==> src/rtl/cpu_controller.sv <==
`default_nettype none
// ============================================================================
// Module      : cpu_controller
// Description : Control end of the datapath. Holds the instruction register,
//               decodes the 16-bit instruction and sequences the datapath
//               strobes for one instruction at a time (Moore FSM, registered
//               strobes).
// Ports       : clk, reset (async, active-high)
//               in[15:0], load, s       - instruction word, IR capture, start
//               w                       - 1 = idle, ready for load/s
//               readnum/writenum[2:0]   - register index for the current step
//               write, loada, loadb, loadc, loads, asel, bsel - strobes
//               vsel[3:0]               - one-hot writeback select
//               shift[1:0], ALUop[1:0]  - from IR
//               sximm8/sximm5[15:0]     - sign-extended immediates from IR
// Revision    : 1.0 - initial release
// ============================================================================
module cpu_controller (
    input  logic        clk,
    input  logic        reset,
    input  logic [15:0] in,
    input  logic        load,
    input  logic        s,
    output logic        w,
    output logic [2:0]  readnum,
    output logic [2:0]  writenum,
    output logic        write,
    output logic [3:0]  vsel,
    output logic        loada,
    output logic        loadb,
    output logic        asel,
    output logic        bsel,
    output logic        loadc,
    output logic        loads,
    output logic [1:0]  shift,
    output logic [1:0]  ALUop,
    output logic [15:0] sximm8,
    output logic [15:0] sximm5
);

    typedef enum logic [2:0] {
        S_WAIT   = 3'd0,
        S_DECODE = 3'd1,
        S_GET_A  = 3'd2,
        S_GET_B  = 3'd3,
        S_OP     = 3'd4,
        S_WR_REG = 3'd5,
        S_WR_IMM = 3'd6
    } state_t;

    localparam logic [2:0] c_OPC_ALU   = 3'b101;
    localparam logic [2:0] c_OPC_MOV   = 3'b110;
    localparam logic [1:0] c_OP_MOVIMM = 2'b10;
    localparam logic [1:0] c_OP_MOVREG = 2'b00;
    localparam logic [1:0] c_OP_CMP    = 2'b01;
    localparam logic [1:0] c_OP_MVN    = 2'b11;
    localparam logic [3:0] c_VSEL_C    = 4'b0001;
    localparam logic [3:0] c_VSEL_IMM8 = 4'b0100;

    state_t      r_state;
    state_t      w_next_state;
    logic [15:0] r_ir;

    // Registered strobes; one register feeds both readnum and writenum.
    logic       r_w, r_write, r_loada, r_loadb, r_asel, r_loadc, r_loads;
    logic [2:0] r_nsel;
    logic [3:0] r_vsel;

    logic       w_nx_w, w_nx_write, w_nx_loada, w_nx_loadb, w_nx_asel;
    logic       w_nx_loadc, w_nx_loads;
    logic [2:0] w_nx_nsel;
    logic [3:0] w_nx_vsel;

    // IR fields
    logic [2:0] w_opcode, w_rn, w_rd, w_rm;
    logic [1:0] w_op, w_sh;
    assign w_opcode = r_ir[15:13];
    assign w_op     = r_ir[12:11];
    assign w_rn     = r_ir[10:8];
    assign w_rd     = r_ir[7:5];
    assign w_sh     = r_ir[4:3];
    assign w_rm     = r_ir[2:0];

    logic w_is_alu, w_is_mov_imm, w_is_mov_reg, w_is_cmp, w_is_mvn;
    assign w_is_alu     = (w_opcode == c_OPC_ALU);
    assign w_is_mov_imm = (w_opcode == c_OPC_MOV) && (w_op == c_OP_MOVIMM);
    assign w_is_mov_reg = (w_opcode == c_OPC_MOV) && (w_op == c_OP_MOVREG);
    assign w_is_cmp     = w_is_alu && (w_op == c_OP_CMP);
    assign w_is_mvn     = w_is_alu && (w_op == c_OP_MVN);

    always_comb begin
        w_next_state = r_state;
        case (r_state)
            S_WAIT:   if (s) w_next_state = S_DECODE;
            S_DECODE: begin
                if (w_is_mov_imm)
                    w_next_state = S_WR_IMM;
                else if (w_is_mov_reg || w_is_mvn)
                    w_next_state = S_GET_B;     // single-operand: skip A
                else if (w_is_alu)
                    w_next_state = S_GET_A;     // ADD, CMP, AND
                else
                    w_next_state = S_WAIT;      // undefined: no strobes
            end
            S_GET_A:  w_next_state = S_GET_B;
            S_GET_B:  w_next_state = S_OP;
            S_OP:     w_next_state = w_is_cmp ? S_WAIT : S_WR_REG;
            S_WR_REG: w_next_state = S_WAIT;
            S_WR_IMM: w_next_state = S_WAIT;
            default:  w_next_state = S_WAIT;
        endcase
    end

    // Strobes for the state about to be entered. IR cannot change on the
    // same edge except when entering DECODE, which carries no strobes, so
    // decoding the current IR here is safe.
    always_comb begin
        w_nx_w     = 1'b0;
        w_nx_write = 1'b0;
        w_nx_loada = 1'b0;
        w_nx_loadb = 1'b0;
        w_nx_asel  = 1'b0;
        w_nx_loadc = 1'b0;
        w_nx_loads = 1'b0;
        w_nx_nsel  = 3'd0;
        w_nx_vsel  = c_VSEL_C;
        case (w_next_state)
            S_WAIT:  w_nx_w = 1'b1;
            S_GET_A: begin
                w_nx_nsel  = w_rn;
                w_nx_loada = 1'b1;
            end
            S_GET_B: begin
                w_nx_nsel  = w_rm;
                w_nx_loadb = 1'b1;
            end
            S_OP: begin
                w_nx_asel = w_is_mov_reg || w_is_mvn;
                if (w_is_cmp) w_nx_loads = 1'b1;
                else          w_nx_loadc = 1'b1;
            end
            S_WR_REG: begin
                w_nx_nsel  = w_rd;
                w_nx_write = 1'b1;
                w_nx_vsel  = c_VSEL_C;
            end
            S_WR_IMM: begin
                w_nx_nsel  = w_rn;
                w_nx_write = 1'b1;
                w_nx_vsel  = c_VSEL_IMM8;
            end
            default: ;
        endcase
    end

    always_ff @(posedge clk or posedge reset) begin
        if (reset) begin
            r_state <= S_WAIT;
            r_ir    <= 16'h0000;
            r_w     <= 1'b1;
            r_write <= 1'b0;
            r_loada <= 1'b0;
            r_loadb <= 1'b0;
            r_asel  <= 1'b0;
            r_loadc <= 1'b0;
            r_loads <= 1'b0;
            r_nsel  <= 3'd0;
            r_vsel  <= c_VSEL_C;
        end else begin
            r_state <= w_next_state;
            // IR is frozen while an instruction is in flight.
            if (load && (r_state == S_WAIT))
                r_ir <= in;
            r_w     <= w_nx_w;
            r_write <= w_nx_write;
            r_loada <= w_nx_loada;
            r_loadb <= w_nx_loadb;
            r_asel  <= w_nx_asel;
            r_loadc <= w_nx_loadc;
            r_loads <= w_nx_loads;
            r_nsel  <= w_nx_nsel;
            r_vsel  <= w_nx_vsel;
        end
    end

    assign w        = r_w;
    assign readnum  = r_nsel;
    assign writenum = r_nsel;
    assign write    = r_write;
    assign vsel     = r_vsel;
    assign loada    = r_loada;
    assign loadb    = r_loadb;
    assign asel     = r_asel;
    assign bsel     = 1'b0;     // sximm5 path is never selected by this ISA
    assign loadc    = r_loadc;
    assign loads    = r_loads;
    assign shift    = w_sh;
    assign ALUop    = w_is_alu ? w_op : 2'b00;
    assign sximm8   = {{8{r_ir[7]}}, r_ir[7:0]};
    assign sximm5   = {{11{r_ir[4]}}, r_ir[4:0]};

endmodule
`default_nettype wire

==> config.mk <==
export PLATFORM = sky130hd
export DESIGN_NAME = cpu_controller
export DESIGN_NICKNAME = d
export VERILOG_FILES = /design/src/rtl/cpu_controller.sv
export SDC_FILE = /design/constraint.sdc
export NUM_CORES = 1
export LEC_CHECK = 0
export ABC_AREA = 0
export BUFFER_PORTS_ARGS = -buffer_cell sky130_fd_sc_hd__buf_2
export CORE_MARGIN = 2
export CORE_UTILIZATION = 46
export DETAILED_ROUTE_END_ITERATION = 12
export PLACE_DENSITY = 0.79
export SETUP_SLACK_MARGIN = 0.2
export SLEW_MARGIN = 25
export SYNTH_ARGS = -nofsm -noshare
export SYNTH_HDL_FRONTEND = slang
export SYNTH_SLANG_ARGS = --single-unit
==> constraint.sdc <==
create_clock -name clk -period 2.15 [get_ports clk]
set_clock_uncertainty 0.05 [all_clocks]
set_input_delay 0.3225 -clock clk [delete_from_list [all_inputs] [get_ports clk]]
set_output_delay 0.3225 -clock clk [all_outputs]
set_load 0.01 [all_outputs]
; Word-level counts from Yosys, hierarchy flattened
; Index checks and enable logic that the tools add are counted.
[word_totals]
output_inout_bits = 54
register_bits = 33
wordCells = 54
in_bits = 20
[op_classes]
muxes = 18
n_reduce_logical = 11
eq_ne = 14
[op_table]
columns = cell, n
row1 = $eq A3 B3 Y1 const B, 6
row2 = $pmux W3 S5, 1
row3 = $eq A3 B2 Y1 const B, 4
row4 = $mux W3, 4
row5 = $mux W1, 9
row6 = $pmux W3 S3, 1
row7 = $logic_not A3 Y1, 2
row8 = $mux W2, 3
row9 = $logic_and A1 B1 Y1, 5
row10 = $eq A2 B2 Y1 const B, 2
row11 = $reduce_or A2 Y1, 2
row12 = $eq A3 B1 Y1 const B, 1
row13 = $eq A2 B1 Y1 const B, 1
row14 = $logic_not A2 Y1, 1
row15 = $logic_or A1 B1 Y1, 1

; Depth between registers and ports, before layout
; Gate-level depths: netlist (run 1).
[logic_depth]
depth_word = 9
depth_mapped = 5
mapped_depth_nobuf = 4

; Worst setup path after synthesis (run 1)
; OpenSTA, ideal clock, no wires.
[synth_timing]
kind = reg-to-reg
start = register r_state[0]
end = register r_ir[10]
synth_period_minus_slack_ns = 1.615
path_buffers = 1
path_slack_ns = 0.535
setup_time_ns = 0.128
required_ns = 1.972
arrival_time_ns = 1.437
stages_incl_launch_ff = 4
path_cell_list = dfrtp_1 > nor4b_4 > buf_4 > mux2_1
[synth_via]
elab_chain_len = 2
[synth_lines]
columns = item, line
row1 = from (decl), 60  ; state_t r_state;
row2 = from (signal assigned), 170  ; r_state <= w_next_state;
row3 = $logic_not A3 Y1, 172  ; if (load && (r_state == S_WAIT))
row4 = $logic_and A1 B1 Y1, 172
row5 = to (signal assigned), 173  ; r_ir <= in;
row6 = to (decl), 62  ; logic [15:0] r_ir;
; Every way passes these cells.
; A chain may end at the register's enable or synchronous reset.

; Worst setup path after layout (run 1)
[layout_timing]
start = register r_state[1]
end = register r_loada (netlist: loada)
[layout_via]
elab_chain_len = 4
word_cells_on_any_way = 9
classes_between = eq/ne (5) / mux (3) / reduce/logical (1)
[layout_lines]
columns = item, line
row1 = "$eq A3 B3 Y1, or another cell as far along", 93  ; case (r_state)
row2 = $pmux W3 S5 *, 93
row3 = $eq A3 B2 Y1 *, 127  ; case (w_next_state)
row4 = $mux W1 *, 127
row5 = via w_nx_loada, 69  ; logic w_nx_w, w_nx_write, w_nx_loada, w_nx_loadb, w_nx_asel;
row6 = to (signal assigned), 176  ; r_loada <= w_nx_loada;
row7 = to (decl), 65  ; logic r_w, r_write, r_loada, r_loadb, r_asel, r_loadc, r_loads;
; Mark *: on every way through the listed nets, which the timed path passes. The rest lies on a longest branch.

==> results of run 1 <==
==> worst min-delay path, stage by stage <==
cell and delay (ns):
buf_2 0.09, inv_1 0.04, buf_4 0.34
==> kinds of logic (layout without fill, tap and decap cells) <==
family | after synthesis | in the layout | share of synthesized area [%]
buffers and inverters | 45 | 83 | 20.3
flip-flops | 31 | 31 | 48.7
AND/OR/NAND/NOR | 27 | 27 | 12.4
multiplexers | 16 | 16 | 11.3
AO/OA/AOI/OAI | 15 | 15 | 7.12
other | 1 | 3 | 0.235
==> per-layer routing <==
metal / up-vias / global-route usage (%) / wire [um]
met3: 6 / 6.49 / 244
li1: 500 / - / -
met5: - / 0 / 0
met2: 59 / 24.6 / 1420
met4: 0 / 5.83 / 43
met1: 517 / 18.3 / 1150
==> registers in the layout, indices dropped and copies added, names as in the netlist, 2 cells and up <==
| signal | flops |
|---|---|
| r_ir | 16 |
| readnum | 3 |
| r_state | 3 |
| vsel | 2 |
==> synth_stat cells (all sizes together) <==
cell type,instances,share of area [%]
nor2,6,1.4
nor4bb,1,0.63
dfstp,2,3.3
nand4b,1,0.55
nor3,2,0.94
nand2b,1,0.39
nor4b,2,2.4
a21boi,4,2.1
nand3b,1,0.47
o21ai,4,1.3
nand2,4,0.94
o21a,1,0.47
dfrtp,29,45
buf,42,20
o211ai,2,0.94
and2,2,0.78
and4b,1,0.63
nor3b,1,0.47
a221o,3,1.9
or3b,1,0.70
or4b,1,0.86
conb,1,0.23
nand3,3,1.3
mux2,16,11
inv,3,0.70
a21o,1,0.47
==> power breakdown <==
part	leakage (nW)	switching, mW	internal [mW]
registers	0.386	0.276	0.837
logic	0.531	0.639	0.618
clock network	0.0353	0.189	0.158
==> stage by stage <==
stage          util, %  hold slack, ns
3_5_place_dp      51.4           0.372
5_1_grt           53.2         0.00715
3_3_place_gp      51.4           0.355
6_report          53.2        -0.00274
2_1_floorplan        -           0.375
4_1_cts           53.2         0.00291
==> layout make-up <==
cell class / count / share of cell area (%)
Sequential cell: 31 / 43.8
Timing Repair Buffer: 72 / 20.6
Multi-Input combinational cell: 61 / 28.4
Inverter: 3 / 0.634
Clock inverter: 1 / 0.282
Tap cell: 46 / 3.24
Clock buffer: 7 / 3.10
==> worst min path at each step <==
stage	start	end	slack [ns]	depth (start not counted)
after global placement	reset	vsel[2]$_DFF_PP0_	0.36	3
after global routing	reset	r_ir[7]$_DFFE_PP0P_	0.007	3
final	reset	r_ir[7]$_DFFE_PP0P_	-0.003	3
after CTS	reset	r_ir[13]$_DFFE_PP0P_	0.003	3
after floorplan	reset	asel$_DFF_PP0_	0.37	1
after detailed placement	reset	r_state[0]$_DFF_PP0_	0.37	3
==> reports/results.tsv, run 1 <==
metric	value	unit
cts.clk_slew.worst_paths	0.10	ns
dr.pass1.iters	4	
nNetsFinal	194	
core-area	3340	um^2
final_cells	221	
cts_setup_buffers	0	
io_pins	74	
pre_cts_slack	0.458	ns
netlist_area	1600	um^2
path_depth	4	
clockRootBuffer	clkbuf_4	
clk_latency	0.33	ns
avgSynthCellArea	11.8	um^2
grt_antenna_before_repair	0	
placed_cell_area	1720	um^2
place_hpwl	2.19	mm
synth_seq_area_share	48.7	%
cts_sinks	31	
crit_path_start_kind	register	
post_cts_resized	0	
wl_per_cell	12.9	um
postCtsHoldBufs	0	
worst-path-max-fanout	7	
fin_crit	1.79	ns
slew_viol_final	0	
r2r-end	loada$_DFF_PP0_	
die_area	3960	um^2
clockBufferDepth	2	
violations	hold timing	
htree_levels	2	
synthToLayoutAreaGrowth	11.1	%
grt_usage	15.4	%
ir_drop	0.752	mV
hold-worst-slack	-0.00274	ns
crit_arrival	1.97	ns
grt_pass1_wl	4.69	mm
multi_input_area	504	um^2
mostFrequentLayoutCells	70 x buf_2, 29 x dfrtp_1, 10 x mux2_1, 6 x nor2_1, 6 x mux2_2	
final_common_cell	buf_2	
path_buf_inv	0	
maxCapViolCount	0	
num_vias	1082	
layout-drive-gt1-share	53.7	%
setup-tns-final	0	ns
endpoint_kind	register	
critPathMaxStageDelay	0.49	ns
finalHoldViolCount	4	
leakage	0.952	nW
setup_viol	0	
status	finished, violations left	
ant_nets	0	
powerDensity	1530	nW/um^2
fin_crit_sh	83.5	%
rows	21	
grt_max_degree	32	
r2r_start	r_state[1]$_DFF_PP0_	
grt_overflow	0	
synthCells	135	
routabilityCongestion	0.970	
critPathRequiredTime	2.33	ns
nFillCells	307	
numCtsBuffers	5	
crit_family	simple AND/OR/NAND/NOR gates	
antenna_cells	0	
power	2.72	mW
worstSetupEndpoint	loada$_DFF_PP0_	
drt_iter0_drc	19	
ys_ff_latch	31	
timing.fmax	557	MHz
post-route-drc-count	0	
fp.dieH	63.0	um
path_cells	nor4bb_1 -> a21boi_2 -> and2_1 -> nor3b_1	
seqCellArea	778	um^2
fin_ws	0.355	ns
numPortBuffers	70	
yosysWarnings	0	
critPathLaunch	r_state[1]$_DFF_PP0_	
cts_tree	built	
rsz0062_at_grt	false	
critical_path_class	register to register	
final_cell_area	1780	um^2
start_util	47.9	%
reg2reg_depth	4	
viasPerCell	4.90	
dp.cells	213	
synth_cell_types	33	
r2r_slack	0.36	ns
wirelength	2.85	mm
hp-class	input pin to asynchronous set/reset pin	
grt_pass1_vias	988	
dieWidth	63.0	um
slowest_stage	dfrtp_1	
No activity file was read; power rests on OpenSTA's default activity.
==> inputs of run 2 (changes only) <==
- ABC_AREA: 0 -> 1
- clock period: 2.15 -> 1.9 ns (I/O delays scaled with it)
==> reports/results.tsv, run 2 <==
metric	value	unit
ir_drop	0.819	mV
start_util	48.3	%
leakage	1.04	nW
timing.fmax	639	MHz
comb_power_share	49.2	%
grt_max_degree	19	
nNetsFinal	232	
numPortBuffers	70	
post_cts_resized	0	
mostFrequentLayoutCells	70 x buf_2, 29 x dfrtp_1, 22 x nand2_1, 18 x nor2_1	
num_vias	1170	
yosys.area.top_type	dfrtp_1	
routabilityCongestion	0.887	
pwr-share-clk	13.5	%
rsz0062_at_grt	false	
viasPerCell	4.52	
synth_edf_count	0	
slew_viol_final	0	
regMostFlops	r_ir	
hp-class	input pin to register	
place_hpwl	2.31	mm
clockRootBuffer	clkbuf_4	
wl_per_cell	11.4	um
reg2reg_depth	4	
layout-drive-gt1-share	51.2	%
dp.cells	250	
die_area	4020	um^2
multi_input_area	480	um^2
grt_pass1_vias	1035	
core-area	3360	um^2
p_seq_share	37.3	%
p_int	1.82	mW
clk_latency	0.33	ns
worst_slew_pin_slew	0.540	ns
setup_viol	0	
fin_ws	0.336	ns
switching_share	42.9	%
yosysMostFrequentCell	buf_4	
finalHoldViolCount	0	
critPathRequiredTime	1.56	ns
dieWidth	63.4	um
yosys-top-cells-count	40 x buf_4, 29 x dfrtp_1, 22 x nand2_1	
nFillCells	345	
final_cells	259	
synth_top_area_share	44.7	%
path_cells	nand2_2 -> nor2_4 -> inv_2 -> nor2_1 -> buf_2	
netlist_area	1620	um^2
synthToLayoutAreaGrowth	12.6	%
largest_reg_flops	16	
power.switching	1.37	mW
fin_crit_sh	82.3	%
ys_top_cells_by_area	dfrtp_1 45%, buf_4 18%, mux2_2 6.9%	
pre_cts_slack	0.341	ns
crit_path_start_kind	register	
rows	21	
seqCellArea	778	um^2
io_pins	74	
status	complete, no violations	
maxCapViolCount	0	
synth_cell_types	23	
critPathMaxStageDelay	0.41	ns
ant_nets	0	
grt_overflow	0	
crit_arrival	1.23	ns
max-slew-margin-rel	63.9	%
synth_seq_area_share	47.9	%
grt_usage	15.8	%
dr.pass1.iters	4	
fp.dieH	63.4	um
final_common_cell	buf_2	
hold_depth	2	
critical_path_class	register to output port	
synthCells	172	
worst-path-max-fanout	4	
fin_crit	1.56	ns
clockBufferDepth	2	
antenna_cells	0	
avgSynthCellArea	9.44	um^2
slowest_stage	dfrtp_1	
grt_antenna_before_repair	0	
ys_ff_latch	31	
numCtsBuffers	5	
setup-tns-final	0	ns
endpoint_kind	output port	
placed_cell_area	1750	um^2
final_cell_area	1830	um^2
htree_levels	2	
grt_pass1_wl	4.80	mm
cts.clk_slew.worst_paths	0.09	ns
async_flop_share	100	%
powerDensity	1740	nW/um^2
drt_iter0_drc	24	
cts_sinks	31	
ys.flop_type	dfrtp_1	
post-route-drc-count	0	
cts_tree	built	
yosysWarnings	0	
wirelength	2.95	mm
-- run 2: changes by cell type in the layout (fill, tap and decap cells not counted), moves of 3 or more --
cell | before | now
inv_1 | 3 | 10
a21boi_0 | 3 | 0
nand3_1 | 2 | 6
mux2_2 | 6 | 10
nand4_1 | 0 | 3
mux2_1 | 10 | 1
inv_2 | 0 | 5
nand2_1 | 4 | 22
a21oi_1 | 0 | 7
a221o_1 | 3 | 0
nand2_2 | 0 | 7
nor2_1 | 6 | 18
-- run 2: cells by family (layout without fill, tap and decap cells) --
group,after synthesis,after routing,share of synthesized area (%)
multiplexers,11,11,7.63
other,1,3,0.231
buffers and inverters,57,96,23.0
AO/OA/AOI/OAI,10,10,3.31
AND/OR/NAND/NOR,62,62,18.0
flip-flops,31,31,47.9
-- run 2: layout make-up --
type                    instances  share of cell area (%)
repair buffers                 73                    21.2
inverters                      15                    3.08
well taps                      46                    3.15
flip-flops and latches         31                    42.5
clock buffers                   8                    3.76
multi-input cells              86                    26.3
-- run 2: path summary, 6_finish.rpt --
path / startpoint / end / slack (ns)
worst min register to register: r_ir[9]$_DFFE_PP0P_ / readnum[1]$_DFF_PP0_ / 0.43
worst min-delay path: in[5] / r_ir[5]$_DFFE_PP0P_ / 0.12
min in group asynchronous: reset / vsel[2]$_DFF_PP0_ / 0.50
worst max-delay path: r_ir[13]$_DFFE_PP0P_ / ALUop[1] / 0.34
max in group asynchronous: reset / r_ir[7]$_DFFE_PP0P_ / 0.83
worst max register to register: r_state[2]$_DFF_PP0_ / r_ir[2]$_DFFE_PP0P_ / 0.34
-- run 2: repair_timing --
item / CTS / global route
endpoints found under the hold margin: 11 / 0
setup buffers: 0 / 0
hold buffers: 1 / 0
-- run 2: power groups by stage --
stage          logic [mW]  registers [mW]  clock network, mW
6_report             1.57            1.19              0.430
5_1_grt              1.73            1.23              0.471
4_1_cts              1.59            1.19              0.442
3_5_place_dp         1.59            1.20                  0
3_3_place_gp         1.55            1.18                  0
2_1_floorplan        1.50            1.20                  0
-- run 2: critical path: cells and delay by family, from the launching register on --
kind / cells / cell delay [ns]
DFF: 1 / 0.41
buffers and inverters: 2 / 0.20
and+or+nand+nor: 3 / 0.29
-- run 2: stage by stage --
stage / hold slack [ns] / total power, mW / util [%]
CTS: 0.115 / 3.22 / 54.4
global route: 0.112 / 3.43 / 54.4
global placement: 0.298 / 2.73 / 52.0
finish: 0.124 / 3.19 / 54.4
floorplan: 0.337 / 2.70 / -
detailed placement: 0.306 / 2.79 / 52.0
-- run 2: metal layers --
layer | routed length, um | GRT usage (%)
met5 | 0 | 0
met2 | 1420 | 24.3
met4 | 63 | 8.15
met3 | 208 | 5.36
met1 | 1260 | 19.7
